File: config.mk
export PLATFORM = sky130hd
export DESIGN_NAME = muldiv_ctrl
export DESIGN_NICKNAME = d
export VERILOG_FILES = /design/src/rtl/muldiv_ctrl.sv
export SDC_FILE = /design/constraint.sdc
export NUM_CORES = 1
export LEC_CHECK = 0
export CELL_PAD_IN_SITES_DETAIL_PLACEMENT = 1
export CELL_PAD_IN_SITES_GLOBAL_PLACEMENT = 2
export CORE_MARGIN = 1.5
export CORE_UTILIZATION = 35
export CTS_CLUSTER_DIAMETER = 30
export CTS_CLUSTER_SIZE = 28
export DETAILED_ROUTE_END_ITERATION = 8
export PLACE_DENSITY = 0.86
export SYNTH_ARGS = -nofsm -noshare
export SYNTH_HDL_FRONTEND = slang
export SYNTH_SLANG_ARGS = --single-unit
File: constraint.sdc
create_clock -name clk -period 3.8 [get_ports clk]
set_input_delay 0.76 -clock clk [delete_from_list [all_inputs] [get_ports clk]]
set_output_delay 0.76 -clock clk [all_outputs]
set_load 0.005 [all_outputs]
File: src/rtl/muldiv_ctrl.sv
// Iterative 32-bit multiply/divide unit feeding the HI/LO register file.
// One shift-add or restoring shift-subtract step per cycle, then a sign-fix cycle.
module muldiv_ctrl (
  input  logic        clk,
  input  logic        rst,
  input  logic        start_i,
  input  logic [1:0]  op_i,
  input  logic [31:0] a_i,
  input  logic [31:0] b_i,
  input  logic        flush_i,
  output logic        busy_o,
  output logic        done_o,
  output logic [31:0] hi_o,
  output logic [31:0] lo_o,
  output logic        whi_o,
  output logic        wlo_o,
  output logic        dz_o
);

  typedef enum logic [1:0] {S_IDLE, S_CALC, S_FIX, S_DONE} state_t;

  state_t      r_state, w_next;
  logic [4:0]  r_cnt;
  logic        r_dz;
  logic [31:0] r_hi, r_lo;
  logic        r_div, r_neg_q, r_neg_r;
  logic [31:0] r_m;
  logic [63:0] r_acc;

  logic        w_accept, w_dz_req;
  logic        w_a_neg, w_b_neg;
  logic [31:0] w_a_mag, w_b_mag;
  logic [32:0] w_sum;
  logic [63:0] w_mul_next;
  logic [32:0] w_rem_sh;
  logic        w_ge;
  logic [31:0] w_sub;
  logic [63:0] w_div_next;
  logic [63:0] w_prod_fix;
  logic [31:0] w_quo_fix, w_rem_fix;

  assign w_accept = (r_state == S_IDLE) && start_i && !flush_i;
  assign w_dz_req = op_i[1] && (b_i == 32'd0);
  assign w_a_neg  = !op_i[0] && a_i[31];
  assign w_b_neg  = !op_i[0] && b_i[31];
  assign w_a_mag  = w_a_neg ? (32'd0 - a_i) : a_i;
  assign w_b_mag  = w_b_neg ? (32'd0 - b_i) : b_i;

  // Multiply step: conditional add into the high half, then shift the whole accumulator right
  assign w_sum      = {1'b0, r_acc[63:32]} + (r_acc[0] ? {1'b0, r_m} : 33'd0);
  assign w_mul_next = {w_sum, r_acc[31:1]};

  // Divide step: remainder shifted left is below 2*divisor, so the 32-bit difference never wraps
  assign w_rem_sh   = r_acc[63:31];
  assign w_ge       = (w_rem_sh >= {1'b0, r_m});
  assign w_sub      = w_rem_sh[31:0] - r_m;
  assign w_div_next = w_ge ? {w_sub, r_acc[30:0], 1'b1} : {r_acc[62:0], 1'b0};

  assign w_prod_fix = r_neg_q ? (64'd0 - r_acc) : r_acc;
  assign w_quo_fix  = r_neg_q ? (32'd0 - r_acc[31:0]) : r_acc[31:0];
  assign w_rem_fix  = r_neg_r ? (32'd0 - r_acc[63:32]) : r_acc[63:32];

  always_comb begin
    w_next = r_state;
    case (r_state)
      S_IDLE: if (w_accept) w_next = w_dz_req ? S_DONE : S_CALC;
      S_CALC: begin
        if (flush_i)             w_next = S_IDLE;
        else if (r_cnt == 5'd31) w_next = S_FIX;
      end
      S_FIX:  w_next = flush_i ? S_IDLE : S_DONE;
      S_DONE: w_next = S_IDLE;
      default: w_next = S_IDLE;
    endcase
  end

  always_ff @(posedge clk or posedge rst) begin
    if (rst) begin
      r_state <= S_IDLE;
      r_cnt   <= 5'd0;
      r_dz    <= 1'b0;
      r_hi    <= 32'd0;
      r_lo    <= 32'd0;
    end else begin
      r_state <= w_next;
      if (w_accept) begin
        r_cnt <= 5'd0;
        r_dz  <= w_dz_req;
      end else if (r_state == S_CALC) begin
        r_cnt <= r_cnt + 5'd1;
      end
      if (r_state == S_FIX && !flush_i) begin
        r_hi <= r_div ? w_rem_fix : w_prod_fix[63:32];
        r_lo <= r_div ? w_quo_fix : w_prod_fix[31:0];
      end
    end
  end

  // Operand/accumulator datapath carries no reset; control qualifies every use
  always_ff @(posedge clk) begin
    if (w_accept) begin
      r_div   <= op_i[1];
      r_neg_q <= w_a_neg ^ w_b_neg;
      r_neg_r <= w_a_neg;
      r_m     <= w_b_mag;
      r_acc   <= {32'd0, w_a_mag};
    end else if (r_state == S_CALC) begin
      r_acc <= r_div ? w_div_next : w_mul_next;
    end
  end

  assign busy_o = (r_state != S_IDLE);
  assign done_o = (r_state == S_DONE);
  assign whi_o  = done_o && !r_dz;
  assign wlo_o  = done_o && !r_dz;
  assign dz_o   = done_o && r_dz;
  assign hi_o   = r_hi;
  assign lo_o   = r_lo;

endmodule

* Word-level counts from Yosys, hierarchy flattened
Index checks and enable logic that the tools add are counted.
** Storage, ports and cells
- Output and inout bits :: 69
- Bits of input ports :: 70
- Memories kept :: 0
- Bits in registers :: 171
- Latch bits :: 0
- Logic and storage cells :: 63
- RAM bits :: 0
- Bits in read-only memories :: 0
** Cells by class
- Bitwise gates (word level) :: 1
- $mul :: 0
- Equal/unequal tests :: 6
- $add $sub $neg :: 8
- Multiplexer cells :: 20
- Reduce and logical (&&, ||, !) cells :: 16
- Magnitude comparators :: 1
- Shifts and indexed selects :: 0
- Divide/modulo/power cells :: 0
** Operators by type and width (count)
- 32-bit two-way mux :: 9
- 64-bit two-way mux :: 3
- 1-bit by 32-bit subtractor with 32-bit output (first input constant) :: 4
- 1-bit by 64-bit subtractor with 64-bit output (first input constant) :: 1
- 32-bit by 32-bit adder with 33-bit output :: 1
- 33-bit by 32-bit >= comparator with 1-bit output :: 1
- 32-bit logical NOT :: 1
- 32-bit subtractor :: 1
- 2-bit two-way mux :: 5
- 5-bit two-way mux :: 2
- 1-bit logical AND :: 8
- 2-bit one-hot mux with 4 select lines :: 1
- 5-bit by 1-bit adder with 5-bit output (second input constant) :: 1
- 5-bit == test (second input constant) :: 1
- 2-bit == test (second input constant) :: 2
- 2-bit nonzero test :: 2
- 1-bit logical NOT :: 3
- 3-bit != test (second input constant) :: 1
- 2-bit by 1-bit == test with 1-bit output (second input constant) :: 1
- 2-bit logical NOT :: 1
- 2-bit != test (second input constant) :: 1
- 2-bit AND reduction :: 1
- 1-bit bitwise XOR :: 1

* Depth between registers and ports, before layout
- Depth after elaboration :: 5
- Gate-level depth with buffers :: 14
- Depth with buffers taken out :: 12

* Least setup slack after synthesis
No wires, ideal clock.
- Kind :: input port to flip-flop
- Start :: in b_i[6]
- End :: reg r_m[30], data pin
- Arrival time :: 2.989 ns
- Buffers on the path :: 0
- Setup time :: 0.262 ns
- Cell stages on the path :: 7
- Setup slack :: 0.549 ns
- Required time :: 3.538 ns
- Path through :: or4_1 -> or3_1 -> or4_1 -> nor3b_2 -> nand3_1 -> o31ai_1 -> xnor2_1
** On the way
- Cells in the longest elaborated chain, start to end :: 2
** RTL lines
- start: declaration :: line 9 : input logic [31:0] b_i,
- 1-bit by 32-bit subtractor with 32-bit output :: line 47 : assign w_b_mag = w_b_neg ? (32'd0 - b_i) : b_i;
- 32-bit two-way mux :: line 47
- named net w_b_mag[30] :: line 32 : logic [31:0] w_a_mag, w_b_mag;
- end signal: assignment :: line 105 : r_m <= w_b_mag;
- end: declaration :: line 27 : logic [31:0] r_m;
The timed path passes the listed nets, and every way through them passes these cells.
A chain may end at the register's enable or synchronous reset.

* Final worst setup path
- Start :: reg r_acc[0]
- End :: reg r_acc[58]
** On the way
- Cells in the longest elaborated chain, start to end :: 3
** RTL lines
- start: declaration :: line 28 : logic [63:0] r_acc;
- start signal: assignment :: line 106 : r_acc <= {32'd0, w_a_mag};
- start signal: assignment :: line 108 : r_acc <= r_div ? w_div_next : w_mul_next;
- 32-bit two-way mux :: line 50 : assign w_sum = {1'b0, r_acc[63:32]} + (r_acc[0] ? {1'b0, r_m} : 33'd0);
- 32-bit by 32-bit adder with 33-bit output :: line 50
- 64-bit two-way mux :: line 108
No other way between the ends.

==> results_dict.tcl <==
set metrics [dict create \
    place_congestion 0.928 \
    portBuffers 138 \
    netlist_instances 1602 \
    grt_first_pass_wirelength_um 72100 \
    synth_flop_cell "dfrtp_1" \
    wl_per_cell_um 20.4 \
    clock-skew-final_ps 17.7 \
    antenna_found_initial 0 \
    peakVddDrop_uv 392 \
    postPlaceCellArea_um2 15500 \
    synth_top_family_by_area "compound AO/OA/AOI/OAI gates" \
    firstDrtPassIters 5 \
    power_mw 11.2 \
    setup_slack_ps 168 \
    nNetsFinal 1897 \
    rsz0062_at_grt "yes" \
    regArea_um2 4450 \
    min_period_ps 3630 \
    place_ws_ps -17.3 \
    status "completed" \
    grt_max_degree 106 \
    use_met3 0.0413 \
    top_usage_layer "met2" \
    yosys.area.top_type "edfxtp_1" \
    cts_tree "done" \
    fin_tns_setup_ps 0 \
    finish.utilization 0.436 \
    cts_buffers 17 \
    powerDensity_nw_per_um2 696 \
    die_area_um2 38800 \
    core_area_um2 36900 \
    synthTopCellsByArea "edfxtp_1 15%, dfrtp_1 14%, o21ai_0 7.4%, ha_1 6.6%, xnor2_1 6.6%" \
    finalHoldViolCount 0 \
    ctsResizeCount 0 \
    synth_cell_types 70 \
    diodes 0 \
    r2r_start "r_acc[0]" \
    hold_path_startpoint "lo_o[16]" \
    area_growth_pct 22.0 \
    final_cell_area_um2 16100 \
    yosys.area_share.adder 0.0695 \
    grt-ovfl-total 0 \
    yosysSeqAreaShare 0.338 \
    fmax_ghz 0.275 \
    num_vias 12600 \
    reg2reg_depth 13 \
    async_flop_share 0.421 \
    relSlewSlack 0.480 \
    synth-compound-area-share 0.227 \
    instances_no_fill 2271 \
    holdPathEnd "lo_o[16]" \
    slew_viol_final 0 \
    end_kind "register" \
    min_path_type "register to register" \
    p_switching_mw 5.04 \
    synth.mux.area_fraction 0.0266 \
    post_cts_buffers 0 \
    viasPerCell 5.55 \
    sequentialPowerShare 0.274 \
    drive_gt1_frac 0.0707 \
    ioPinCount 139 \
    worstHoldPathCells 2 \
    syn_area_um2 13200 \
    nFillCells 4416 \
    clkPwrFrac 0.153 \
    die_h_um 197 \
    cp.arrival_ps 3970 \
    crit_type "register to register" \
    max_slew.worst_pin.slew_ps 772 \
    die_w_um 197 \
    cts-root-buf "clkbuf_16" \
    r2r_end "r_acc[58]" \
    synth_xor_area_frac 0.118 \
    cp_max_fo 6 \
    fin_crit_sh 0.956 \
    routed_wl_um 46200 \
    drtIter0Drc 889 \
    placed_cells 2240 \
    use_met1 0.331 \
    cts_max_path_buffers 2 \
    initial_core_util 0.357 \
    synth-edff-count 67 \
    switching_share 0.450 \
    cap_violations 0 \
    first_global_vias 12900 \
    cts.sinks 171 \
    clk_latency_ps 460 \
    holdBufCountCts 0 \
    power_frac_comb 0.573 \
    setup_viol 0 \
    synth_top_cell_area_share 0.153 \
    postRouteAntennaNets 0 \
    multi_input_area_um2 8210 \
    syn-num-nets 1744 \
    critPathRequiredTime_ps 4140 \
    use_met2 0.384 \
    yosys.area_share.simple 0.180 \
    ys_warn_count 0 \
    whs_ps 480 \
    grt_usage 0.239 \
    intPower_mw 6.15 \
    avgSynthCellArea_um2 8.23 \
    fp-row-count 70 \
    power.leakage_nw 6.49 \
    r2r_setup_slack_ps 170 \
    cts_max_level 4 \
    dp_hpwl_um 36500 \
    clk_pin_slew_worst_paths_ps 80 \
    synth_seq_cells 171 \
    drc 0 \
    start_kind "register" \
]
cell families after synthesis:
kind of cell               count (synthesis)
AOI/OAI and AO/OA                        498
buffers and inverters                    141
xor gates and xnor gates                 177
adders and majority gates                 72
DFF                                      171
and+or+nand+nor                          508
muxes                                     35
power by group through the flow:
stage                     clock network, mW  registers [mW]  logic (mW)
final                                  1.71            3.07        6.42
after global routing                   1.81            3.14        7.02
after global placement                    0            3.07        6.19
after detailed placement                  0            3.10        6.31
after floorplan                           0            3.02        3.69
after CTS                              1.75            3.06        6.36
cells in the mapped netlist, types with 3 or more instances:
library cell	number
nor2_1	123
a22oi_1	8
a21oi_1	116
nand2_1	203
ha_1	70
and3_1	4
o21ai_0	196
mux2i_1	35
or2_2	6
or4_1	15
dfrtp_1	72
nor4b_1	3
a31oi_1	28
a221o_1	4
a2111oi_0	4
or3_1	7
o211ai_1	8
xnor2_1	99
nor4_1	28
o21a_1	7
o22ai_1	4
o31ai_1	27
nor3b_1	3
inv_1	61
a31o_2	3
o41ai_1	11
nand3_1	23
and2_1	7
dfxtp_1	32
a21o_1	22
buf_1	7
xor2_1	78
o221ai_1	10
nor2b_1	14
nand2b_1	17
clkbuf_1	68
a211oi_1	17
edfxtp_1	67
o21bai_1	9
nor3_1	32
nand4_1	13
o211a_1	3
sequential cells by signal, indices dropped and copies added, names as in the netlist:
signal / count
r_acc: 64
hi_o: 32
lo_o: 32
r_m: 32
r_cnt: 5
r_state: 2
r_div: 1
r_dz: 1
r_neg_q: 1
r_neg_r: 1
layer usage:
layer	share of wire	vias to the layer above	wire length, um
li1	-	6113	-
met1	0.48	6131	22200
met2	0.45	298	20700
met3	0.051	53	2340
met4	0.019	0	896
met5	0	-	0
worst max-delay path by stage:
stage                  start        end  cells after the start
floorplan             b_i[6]    r_m[30]                      7
global placement      b_i[6]    r_m[30]                      9
detailed placement    b_i[6]    r_m[30]                      9
CTS                 r_acc[0]  r_acc[58]                     13
global route        r_acc[0]  r_acc[62]                     14
finish              r_acc[0]  r_acc[58]                     13
critical path, stage by stage (launching register included):
cell,delay (ps)
edfxtp_1,480
inv_1,240
nor2_1,110
ha_1,310
a211oi_1,260
o21ai_0,140
buf_4,160
o21ai_0,450
a21oi_1,240
a31oi_1,450
nor3_1,120
or3_1,320
a31oi_1,170
a211oi_1,70
layout by cell type, fill, tap and decap left out, types with 5 or more instances in the layout:
cell type / n
nand2_1: 202
o21ai_0: 196
clkdlybuf4s50_1: 138
nor2_1: 123
a21oi_1: 116
xnor2_1: 99
xor2_1: 78
dfrtp_1: 72
ha_1: 70
buf_4: 70
edfxtp_1: 67
inv_1: 60
mux2i_1: 35
nor3_1: 32
dfxtp_1: 32
nor4_1: 28
a31oi_1: 27
o31ai_1: 27
nand3_1: 23
a21o_1: 22
clkbuf_16: 18
nand2b_1: 17
a211oi_1: 17
or4_1: 15
nand4_1: 13
nor2b_1: 12
o41ai_1: 11
o221ai_1: 10
o21bai_1: 9
o211ai_1: 8
a22oi_1: 8
or3_1: 7
and2_1: 7
o21a_1: 7
or2_2: 6
buf_12: 5
area by class of cell:
type | count | share of cell area
Sequential cell | 171 | 0.277
Timing Repair Buffer | 213 | 0.125
Clock buffer | 20 | 0.0285
Inverter | 62 | 0.0146
Tap cell | 504 | 0.0392
Clock inverter | 11 | 0.00514
Multi-Input combinational cell | 1290 | 0.511
Power figures use the tool's default switching activity.
